$ cat src/rtl/ssaes_inv_sub_bytes_seq.sv
// ssaes_inv_sub_bytes_seq
//   Sequential inverse SubBytes for Small Scale AES 4x4x4 (64-bit state,
//   16 nibbles). A state is taken over a valid/ready handshake and
//   substituted NIB_PER_CYC nibbles per clock, starting at nibble 0
//   (bits [3:0]). The result is then offered over a second handshake.
//
//   Optional macro SSAES_SBOX_FWD_MODE_EN adds a fwd input. It is sampled
//   at the input handshake and selects the forward S-box for that state.
//
//   Ports
//     clk, rst             clock, async active-high reset
//     in_valid/in_ready    input handshake (ready only in IDLE)
//     in_data[63:0]        state in, nibble i at [4i+3:4i]
//     out_valid/out_ready  output handshake (valid only in DONE)
//     out_data[63:0]       state register (meaningful while out_valid)
//     busy                 RUN or DONE
//     fwd                  forward-S-box select (macro only)

// One S-box lane. The engine instantiates NIB_PER_CYC of these.
module ssaes_isb_lane (
`ifdef SSAES_SBOX_FWD_MODE_EN
  input  logic       fwd,
`endif
  input  logic [3:0] nib,
  output logic [3:0] sub
);
  logic [3:0] inv_sub;

  always_comb begin
    inv_sub = 4'h0;
    case (nib)
      4'h0: inv_sub = 4'he;  4'h1: inv_sub = 4'hd;
      4'h2: inv_sub = 4'h4;  4'h3: inv_sub = 4'hc;
      4'h4: inv_sub = 4'h3;  4'h5: inv_sub = 4'h2;
      4'h6: inv_sub = 4'h0;  4'h7: inv_sub = 4'h6;
      4'h8: inv_sub = 4'hf;  4'h9: inv_sub = 4'h8;
      4'ha: inv_sub = 4'h7;  4'hb: inv_sub = 4'h1;
      4'hc: inv_sub = 4'hb;  4'hd: inv_sub = 4'h9;
      4'he: inv_sub = 4'h5;  default: inv_sub = 4'ha;
    endcase
  end

`ifdef SSAES_SBOX_FWD_MODE_EN
  logic [3:0] fwd_sub;

  always_comb begin
    fwd_sub = 4'h0;
    case (nib)
      4'h0: fwd_sub = 4'h6;  4'h1: fwd_sub = 4'hb;
      4'h2: fwd_sub = 4'h5;  4'h3: fwd_sub = 4'h4;
      4'h4: fwd_sub = 4'h2;  4'h5: fwd_sub = 4'he;
      4'h6: fwd_sub = 4'h7;  4'h7: fwd_sub = 4'ha;
      4'h8: fwd_sub = 4'h9;  4'h9: fwd_sub = 4'hd;
      4'ha: fwd_sub = 4'hf;  4'hb: fwd_sub = 4'hc;
      4'hc: fwd_sub = 4'h3;  4'hd: fwd_sub = 4'h1;
      4'he: fwd_sub = 4'h0;  default: fwd_sub = 4'h8;
    endcase
  end

  assign sub = fwd ? fwd_sub : inv_sub;
`else
  assign sub = inv_sub;
`endif
endmodule

module ssaes_inv_sub_bytes_seq #(
  parameter int NIB_PER_CYC = 1
) (
  input  logic        clk,
  input  logic        rst,
  input  logic        in_valid,
  output logic        in_ready,
  input  logic [63:0] in_data,
  output logic        out_valid,
  input  logic        out_ready,
  output logic [63:0] out_data,
  output logic        busy
`ifdef SSAES_SBOX_FWD_MODE_EN
  ,
  input  logic        fwd
`endif
);
  localparam int GROUPS = 16 / NIB_PER_CYC;
  localparam int CW     = (GROUPS > 1) ? $clog2(GROUPS) : 1;

  if (!(NIB_PER_CYC == 1 || NIB_PER_CYC == 2 || NIB_PER_CYC == 4 ||
        NIB_PER_CYC == 8 || NIB_PER_CYC == 16)) begin : g_bad_param
    $error("NIB_PER_CYC must be 1, 2, 4, 8 or 16");
  end

  typedef enum logic [1:0] {IDLE, RUN, DONE} state_t;

  state_t                        state, state_nxt;
  logic [CW-1:0]                 cnt;
  logic [63:0]                   st, st_sub;
  logic [5:0]                    bit_base;
  logic                          accept, last_grp;
  logic [NIB_PER_CYC-1:0][3:0]   lane_in, lane_out;

  // rst gates in_ready so nothing looks acceptable while reset is held.
  assign in_ready  = (state == IDLE) & ~rst;
  assign accept    = in_valid & in_ready;
  assign out_valid = (state == DONE);
  assign busy      = (state != IDLE);
  assign out_data  = st;
  assign last_grp  = (cnt == CW'(GROUPS - 1));
  // For NIB_PER_CYC=16 the stride truncates to 0, but cnt is always 0 then.
  assign bit_base  = 6'(cnt) * 6'(NIB_PER_CYC * 4);

`ifdef SSAES_SBOX_FWD_MODE_EN
  logic fwd_q;
`endif

  for (genvar j = 0; j < NIB_PER_CYC; j++) begin : g_lane
    assign lane_in[j] = st[bit_base + 6'(j * 4) +: 4];
    ssaes_isb_lane u_lane (
`ifdef SSAES_SBOX_FWD_MODE_EN
      .fwd (fwd_q),
`endif
      .nib (lane_in[j]),
      .sub (lane_out[j])
    );
  end

  // Write the current group back in place; all other nibbles pass through.
  always_comb begin
    st_sub = st;
    for (int j = 0; j < NIB_PER_CYC; j++)
      st_sub[bit_base + 6'(j * 4) +: 4] = lane_out[j];
  end

  always_ff @(posedge clk or posedge rst) begin
    if (rst) state <= IDLE;
    else     state <= state_nxt;
  end

  always_comb begin
    state_nxt = state;
    case (state)
      IDLE:    if (accept)    state_nxt = RUN;
      RUN:     if (last_grp)  state_nxt = DONE;
      DONE:    if (out_ready) state_nxt = IDLE;
      default:                state_nxt = IDLE;
    endcase
  end

  always_ff @(posedge clk or posedge rst) begin
    if (rst) begin
      st  <= '0;
      cnt <= '0;
`ifdef SSAES_SBOX_FWD_MODE_EN
      fwd_q <= 1'b0;
`endif
    end else if (accept) begin
      st  <= in_data;
      cnt <= '0;
`ifdef SSAES_SBOX_FWD_MODE_EN
      fwd_q <= fwd;
`endif
    end else if (state == RUN) begin
      st  <= st_sub;
      cnt <= last_grp ? '0 : cnt + CW'(1);
    end
  end
endmodule

$ cat config.mk
export PLATFORM = sky130hd
export DESIGN_NAME = ssaes_inv_sub_bytes_seq
export DESIGN_NICKNAME = d
export VERILOG_FILES = /design/src/rtl/ssaes_inv_sub_bytes_seq.sv
export SDC_FILE = /design/constraint.sdc
export NUM_CORES = 1
export LEC_CHECK = 0
export CAP_MARGIN = 5
export CELL_PAD_IN_SITES_DETAIL_PLACEMENT = 1
export CELL_PAD_IN_SITES_GLOBAL_PLACEMENT = 1
export CORE_MARGIN = 5
export CORE_UTILIZATION = 35
export CTS_BUF_LIST = sky130_fd_sc_hd__clkbuf_4
export CTS_CLUSTER_SIZE = 30
export DETAILED_ROUTE_END_ITERATION = 7
export PLACE_DENSITY_LB_ADDON = 0.1
export SYNTH_ARGS = -nofsm -noshare
export SYNTH_HDL_FRONTEND = slang
export SYNTH_SLANG_ARGS = --single-unit
$ cat constraint.sdc
create_clock -name clk -period 3.4 [get_ports clk]
set_input_delay 0.51 -clock clk [delete_from_list [all_inputs] [get_ports clk]]
set_output_delay 0.51 -clock clk [all_outputs]
set_load 0.05 [all_outputs]
=== Yosys cells after proc, flatten, opt, wreduce, memory -nomap -nowiden ===
Memory sizes are Yosys's and may differ from the RTL's.
Index checks and enable logic that the tools add are counted.

* Register bits after elaboration: 70
* ROM bits: 64
* Bits of input ports: 68
* Output and inout port bits: 67
* Logic and storage cells: 32
* Memories kept: 1

{| class="wikitable"
|+ Memories
! name !! words !! bits a word !! rd ports !! clocked after Yosys merged registers in !! wr ports !! line !! source
|-
| (name not given) || 16 || 4 || 1 || 0 || 0 || 31 || <nowiki>case (nib)</nowiki>
|}

* $add $sub $neg: 2
* Equality and inequality tests: 6
* Shift-type cells: 3
* Mux-type cells: 10
* Bitwise operators: 3
* Reductions and logical operators: 4

{| class="wikitable"
|+ Operator list
! operator !! count
|-
| $mux W64 || 2
|-
| $bwmux W64 || 1
|-
| $shift A4 B8 Y64 const A || 1
|-
| $shiftx A4 B8 Y64 || 1
|-
| $shiftx A64 B7 Y4 || 1
|-
| $mux W4 || 3
|-
| $neg A6 Y8 || 1
|-
| $mux W2 || 3
|-
| $pmux W2 S3 || 1
|-
| $add A4 B1 Y4 const B || 1
|-
| $eq A4 B4 Y1 const B || 1
|-
| $ne A2 B2 Y1 const B || 2
|-
| $reduce_bool A2 Y1 || 2
|-
| $reduce_and A3 Y1 || 1
|-
| $and A1 B1 Y1 || 2
|-
| $eq A2 B1 Y1 const B || 1
|-
| $eq A2 B2 Y1 const B || 1
|-
| $logic_not A2 Y1 || 1
|-
| $ne A2 B1 Y1 const B || 1
|-
| $not A1 Y1 || 1
|}

=== Depth between registers and ports, before layout ===
An unclocked memory read counts as a cell.

* Word-level depth: 6
* Mapped depth: 14
* Mapped depth without buffers: 11

=== Modules after synthesis ===
From an unflattened synthesis, not the netlist that was laid out.

* Cell total of the unflattened synthesis: 421
* Area, all modules: 4411.7 µm²

{| class="wikitable"
|+ Modules (own cells, without submodules)
! module !! times used !! cells each !! area each (µm²) !! sequential area each (µm²)
|-
| ssaes_inv_sub_bytes_seq || 1 || 399 || 4205.3 || 1751.7
|-
| ssaes_isb_lane || 1 || 22 || 206.4 || 0.0
|}

=== Worst setup path after synthesis ===
OpenSTA, ideal clock, no wires.

* Kind: flip-flop to flip-flop
* Start point: register cnt[0]
* End point: register st[27], in the netlist out_data[27]
* Setup time: 0.081 ns
* Arrival time: 2.797 ns
* Data required time: 3.319 ns
* Slack: 0.522 ns
* Cell stages (with the launch flop): 13
* Buffers on the path: 3
* Period minus slack after synthesis: 2.878 ns
* Cells stage by stage: dfrtp_1 buf_6 buf_4 mux4_2 nand2_1 nand3_1 ha_1 and2_1 a22o_1 a221oi_1 a41oi_1 buf_2 o21ai_1

* Longest elaborated chain between the ends: 6
* Elaborated cells between the ends (all ways): 8
* Those cells by class: add/sub: 1; shift: 3; mux: 3; memory: 1

{| class="wikitable"
|+ Ends and longest elaborated chain
! what !! line !! source
|-
| start: declaration || 94 || <nowiki>logic [CW-1:0] cnt;</nowiki>
|-
| start signal: assignment || 162 || <nowiki>cnt <= last_grp ? '0 : cnt + CW'(1);</nowiki>
|-
| $shiftx A64 B7 Y4 || 115 || <nowiki>assign lane_in[j] = st[bit_base + 6'(j * 4) +: 4];</nowiki>
|-
| $mem_v2 Z16 W4 || n/a ||
|-
| $shiftx A4 B8 Y64 || 129 || <nowiki>st_sub[bit_base + 6'(j * 4) +: 4] = lane_out[j];</nowiki>
|-
| $bwmux W64 * || 129 ||
|-
| $mux W64 * || 160 || <nowiki>end else if (state == RUN) begin</nowiki>
|-
| $mux W64 * || 154 || <nowiki>end else if (accept) begin</nowiki>
|-
| end signal: assignment || 155 || <nowiki>st <= in_data;</nowiki>
|-
| end signal: assignment || 161 || <nowiki>st <= st_sub;</nowiki>
|-
| end: declaration || 95 || <nowiki>logic [63:0] st, st_sub;</nowiki>
|}

Every way passes the cells marked *; elsewhere a longest branch is shown, timed or not. The select of a mux whose other input is x is not followed.
A chain may end at the register's enable or synchronous reset.

=== Final worst setup path ===
* Start point: register cnt[2]
* End point: register st[21], in the netlist out_data[21]

The elaborated chain is that of the path after synthesis.

==> results.py <==
metrics = {
    "run_status": {
        "status": "complete, no violations",
    },
    "cells_and_area": {
        "drive_above_1_share_pct": 12.2,
        "seq_area_mm2": 0.00176,
        "nets": 672,
        "syn_to_final_growth_pct": 38.8,
        "multiInputGateArea_mm2": 0.00242,
        "diodes": 0,
        "n_fill_cell": 1406,
    },
    "logic_synthesis": {
        "yosysWarnings": 0,
        "syn_inst": 456,
        "yosysTopAreaCellShare_pct": 40.1,
        "yosysSeqAreaShare_pct": 40.1,
        "synth.largest_area_cell": "dfrtp_1",
        "synth.avg_cell_area_um2": 9.59,
        "synth_nets": 535,
        "synth.distinct_cells": 55,
        "yosysMostFrequentCell": "dfrtp_1",
        "ys_top_cells_by_area": "dfrtp_1, mux4_2, a22oi_1, nand3_1, and3_1",
        "synthTopCellsByCount": "dfrtp_1, nand3_1, a21oi_1",
        "synth_edf_count": 0,
        "async_flop_share_pct": 100,
        "synth_area_mm2": 0.00437,
        "ys_ff_latch": 70,
        "synth_ff_type": "dfrtp_1",
    },
    "clock_tree": {
        "root_buffer": "clkbuf_4",
        "cts_max_path_buffers": 2,
        "cts_tree": "built",
        "cts.sinks": 70,
        "h-tree-depth": 3,
        "clk_latency_ps": 450,
        "cts_hold_repair.buffers": 0,
        "path_clk_slew_ps": 130,
        "numCtsBuffers": 9,
    },
    "setup_path": {
        "start_kind": "register",
        "r2r_cells": 10,
        "path_max_fanout": 17,
        "critPathMostFrequentCell": "buf_4",
        "crit_path_end_kind": "register",
        "critPathMaxStageDelay_ps": 670,
        "cp.arrival_ps": 3540,
        "cp.required_ps": 3720,
        "crit_path_top_delay_cell": "or3_1",
        "critPathKind": "register to register",
        "worstPathCellList": "buf_4, nor2b_1, a22oi_1, nand3_1, buf_4, inv_1, ha_1, or3_1, a31oi_1, o31ai_1",
    },
    "drt": {
        "antenna_left": 0,
        "vias": 4541,
        "drt_iter0_markers": 334,
        "drc": 0,
        "drt_pass1_iterations": 4,
        "wl_per_cell_um": 24.0,
        "postRouteWirelength_um": 18400,
        "viasPerCell": 5.93,
    },
    "sta": {
        "fin_setup_tns_ps": 0,
        "slew_headroom_pct": 54.9,
        "min_period_over_period_pct": 94.8,
        "finalHoldViolations": 0,
        "setup_violations": 0,
        "rsz0062_at_grt": "no",
        "worst_pin_slew_ps": 676,
        "post-route-worst-setup-slack_ps": 175,
        "drv_slew": 0,
        "whs_ps": 442,
        "max_freq_ghz": 0.310,
        "post-route-min-period_ps": 3220,
        "fin_skew_ps": 21.8,
    },
    "global_route": {
        "first_global_vias": 4912,
        "gr-total-overflow": 0,
        "grt_pass1_wl_um": 28600,
        "grt_antenna_before_repair": 0,
        "grt_use_total_pct": 25.2,
        "grt_start_max_net_pins": 49,
    },
    "placement": {
        "dp_hpwl_um": 13800,
        "port_buffers": 134,
        "routabilityCongestion": 0.894,
        "pre_cts_ws_ps": 41.4,
    },
    "job": {
        "max_cap_violations": 0,
    },
    "floorplan": {
        "ios": 135,
        "start_util_pct": 36.1,
        "row_count": 40,
        "die_y_um": 122,
        "dieArea_mm2": 0.0148,
        "coreArea_mm2": 0.0121,
        "die_w_um": 122,
    },
    "min_path": {
        "hold_class": "input pin to asynchronous set/reset pin",
    },
}
## flip-flops by register name (all words and copies together) (netlist names)
signal,flops
state,2
out_data,64
cnt,4
## stage by stage
| stage | area, um2 | std cells | utilization, % |
|---|---|---|---|
| 6_report | 6070 | 766 | 50.1 |
| 5_1_grt | 6070 | 766 | 50.1 |
| 4_1_cts | 6060 | 766 | 50.1 |
| 3_3_place_gp | 5950 | 750 | 49.1 |
| 2_1_floorplan | 4370 | 456 | - |
| 3_5_place_dp | 5950 | 750 | 49.1 |
## repair_timing
item | CTS | global route
setup endpoints to repair | 0 | 39
gates resized for setup | 0 | 2
setup buffers | 0 | 0
## worst max-delay path, delay by kind of cell (launching register included)
family / cells / cell delay (ps)
AOI/OAI and AO/OA: 3 / 580
adders and majority gates: 1 / 220
buffers and inverters: 3 / 540
DFF: 1 / 650
and+or+nand+nor: 3 / 1090
## metal layers
layer  GRT usage [%]  part of all wire (%)  vias to the layer above
met5               0                     0                        -
met4            10.4                   2.8                        0
met3            3.62                   6.0                       33
met2            41.0                    48                      203
met1            33.8                    43                     2295
li1                -                     -                     2010
## layout make-up
class / count / area share [%]
inverters: 9 / 0.557
multi-input cells: 347 / 39.9
clock inverters: 6 / 0.639
flip-flops and latches: 70 / 28.9
repair buffers: 156 / 25.2
clock buffers: 10 / 1.24
well taps: 168 / 3.46
## cell usage in the layout, fill, tap and decap left out, drive strengths merged, types with 2 or more instances in the layout
cell type / count
nand2b: 2
nand2: 22
nand3: 37
ha: 11
and2: 4
clkdlybuf4s50: 134
nor2: 34
a22oi: 30
buf: 22
a31oi: 14
a21oi: 36
clkbuf: 10
and3: 29
dfrtp: 70
o21ai: 51
mux4: 14
inv: 8
o31ai: 11
nand3b: 2
a22o: 10
mux2i: 7
nor2b: 6
mux2: 3
nor3: 4
nor3b: 2
xnor2: 4
clkinv: 6
## logic make-up after synthesis
family / count (synthesis) / share of synthesized area, %
AND/OR/NAND/NOR: 148 / 17.1
buffers and inverters: 39 / 4.61
XOR/XNOR: 5 / 1.00
multiplexers: 24 / 10.1
flip-flops: 70 / 40.1
AO/OA/AOI/OAI: 159 / 23.9
adder cells (fa/ha/maj): 11 / 3.15
## path summary, 6_finish.rpt
path / start / endpoint / slack [ps]
max: cnt[2]$_DFFE_PP0P_ / out_data[21]$_DFFE_PP0P_ / 180
min: rst / state[1]$_DFFE_PP0P_ / 440
max reg2reg: cnt[2]$_DFFE_PP0P_ / out_data[21]$_DFFE_PP0P_ / 180
min reg2reg: out_data[55]$_DFFE_PP0P_ / out_data[55]$_DFFE_PP0P_ / 570
max in group asynchronous: rst / out_data[2]$_DFFE_PP0P_ / 2270
min in group clk: out_data[55]$_DFFE_PP0P_ / out_data[55]$_DFFE_PP0P_ / 570
Power is not shown: default switching activity piles up to over one toggle a cycle in this logic, so the estimate is an artifact.
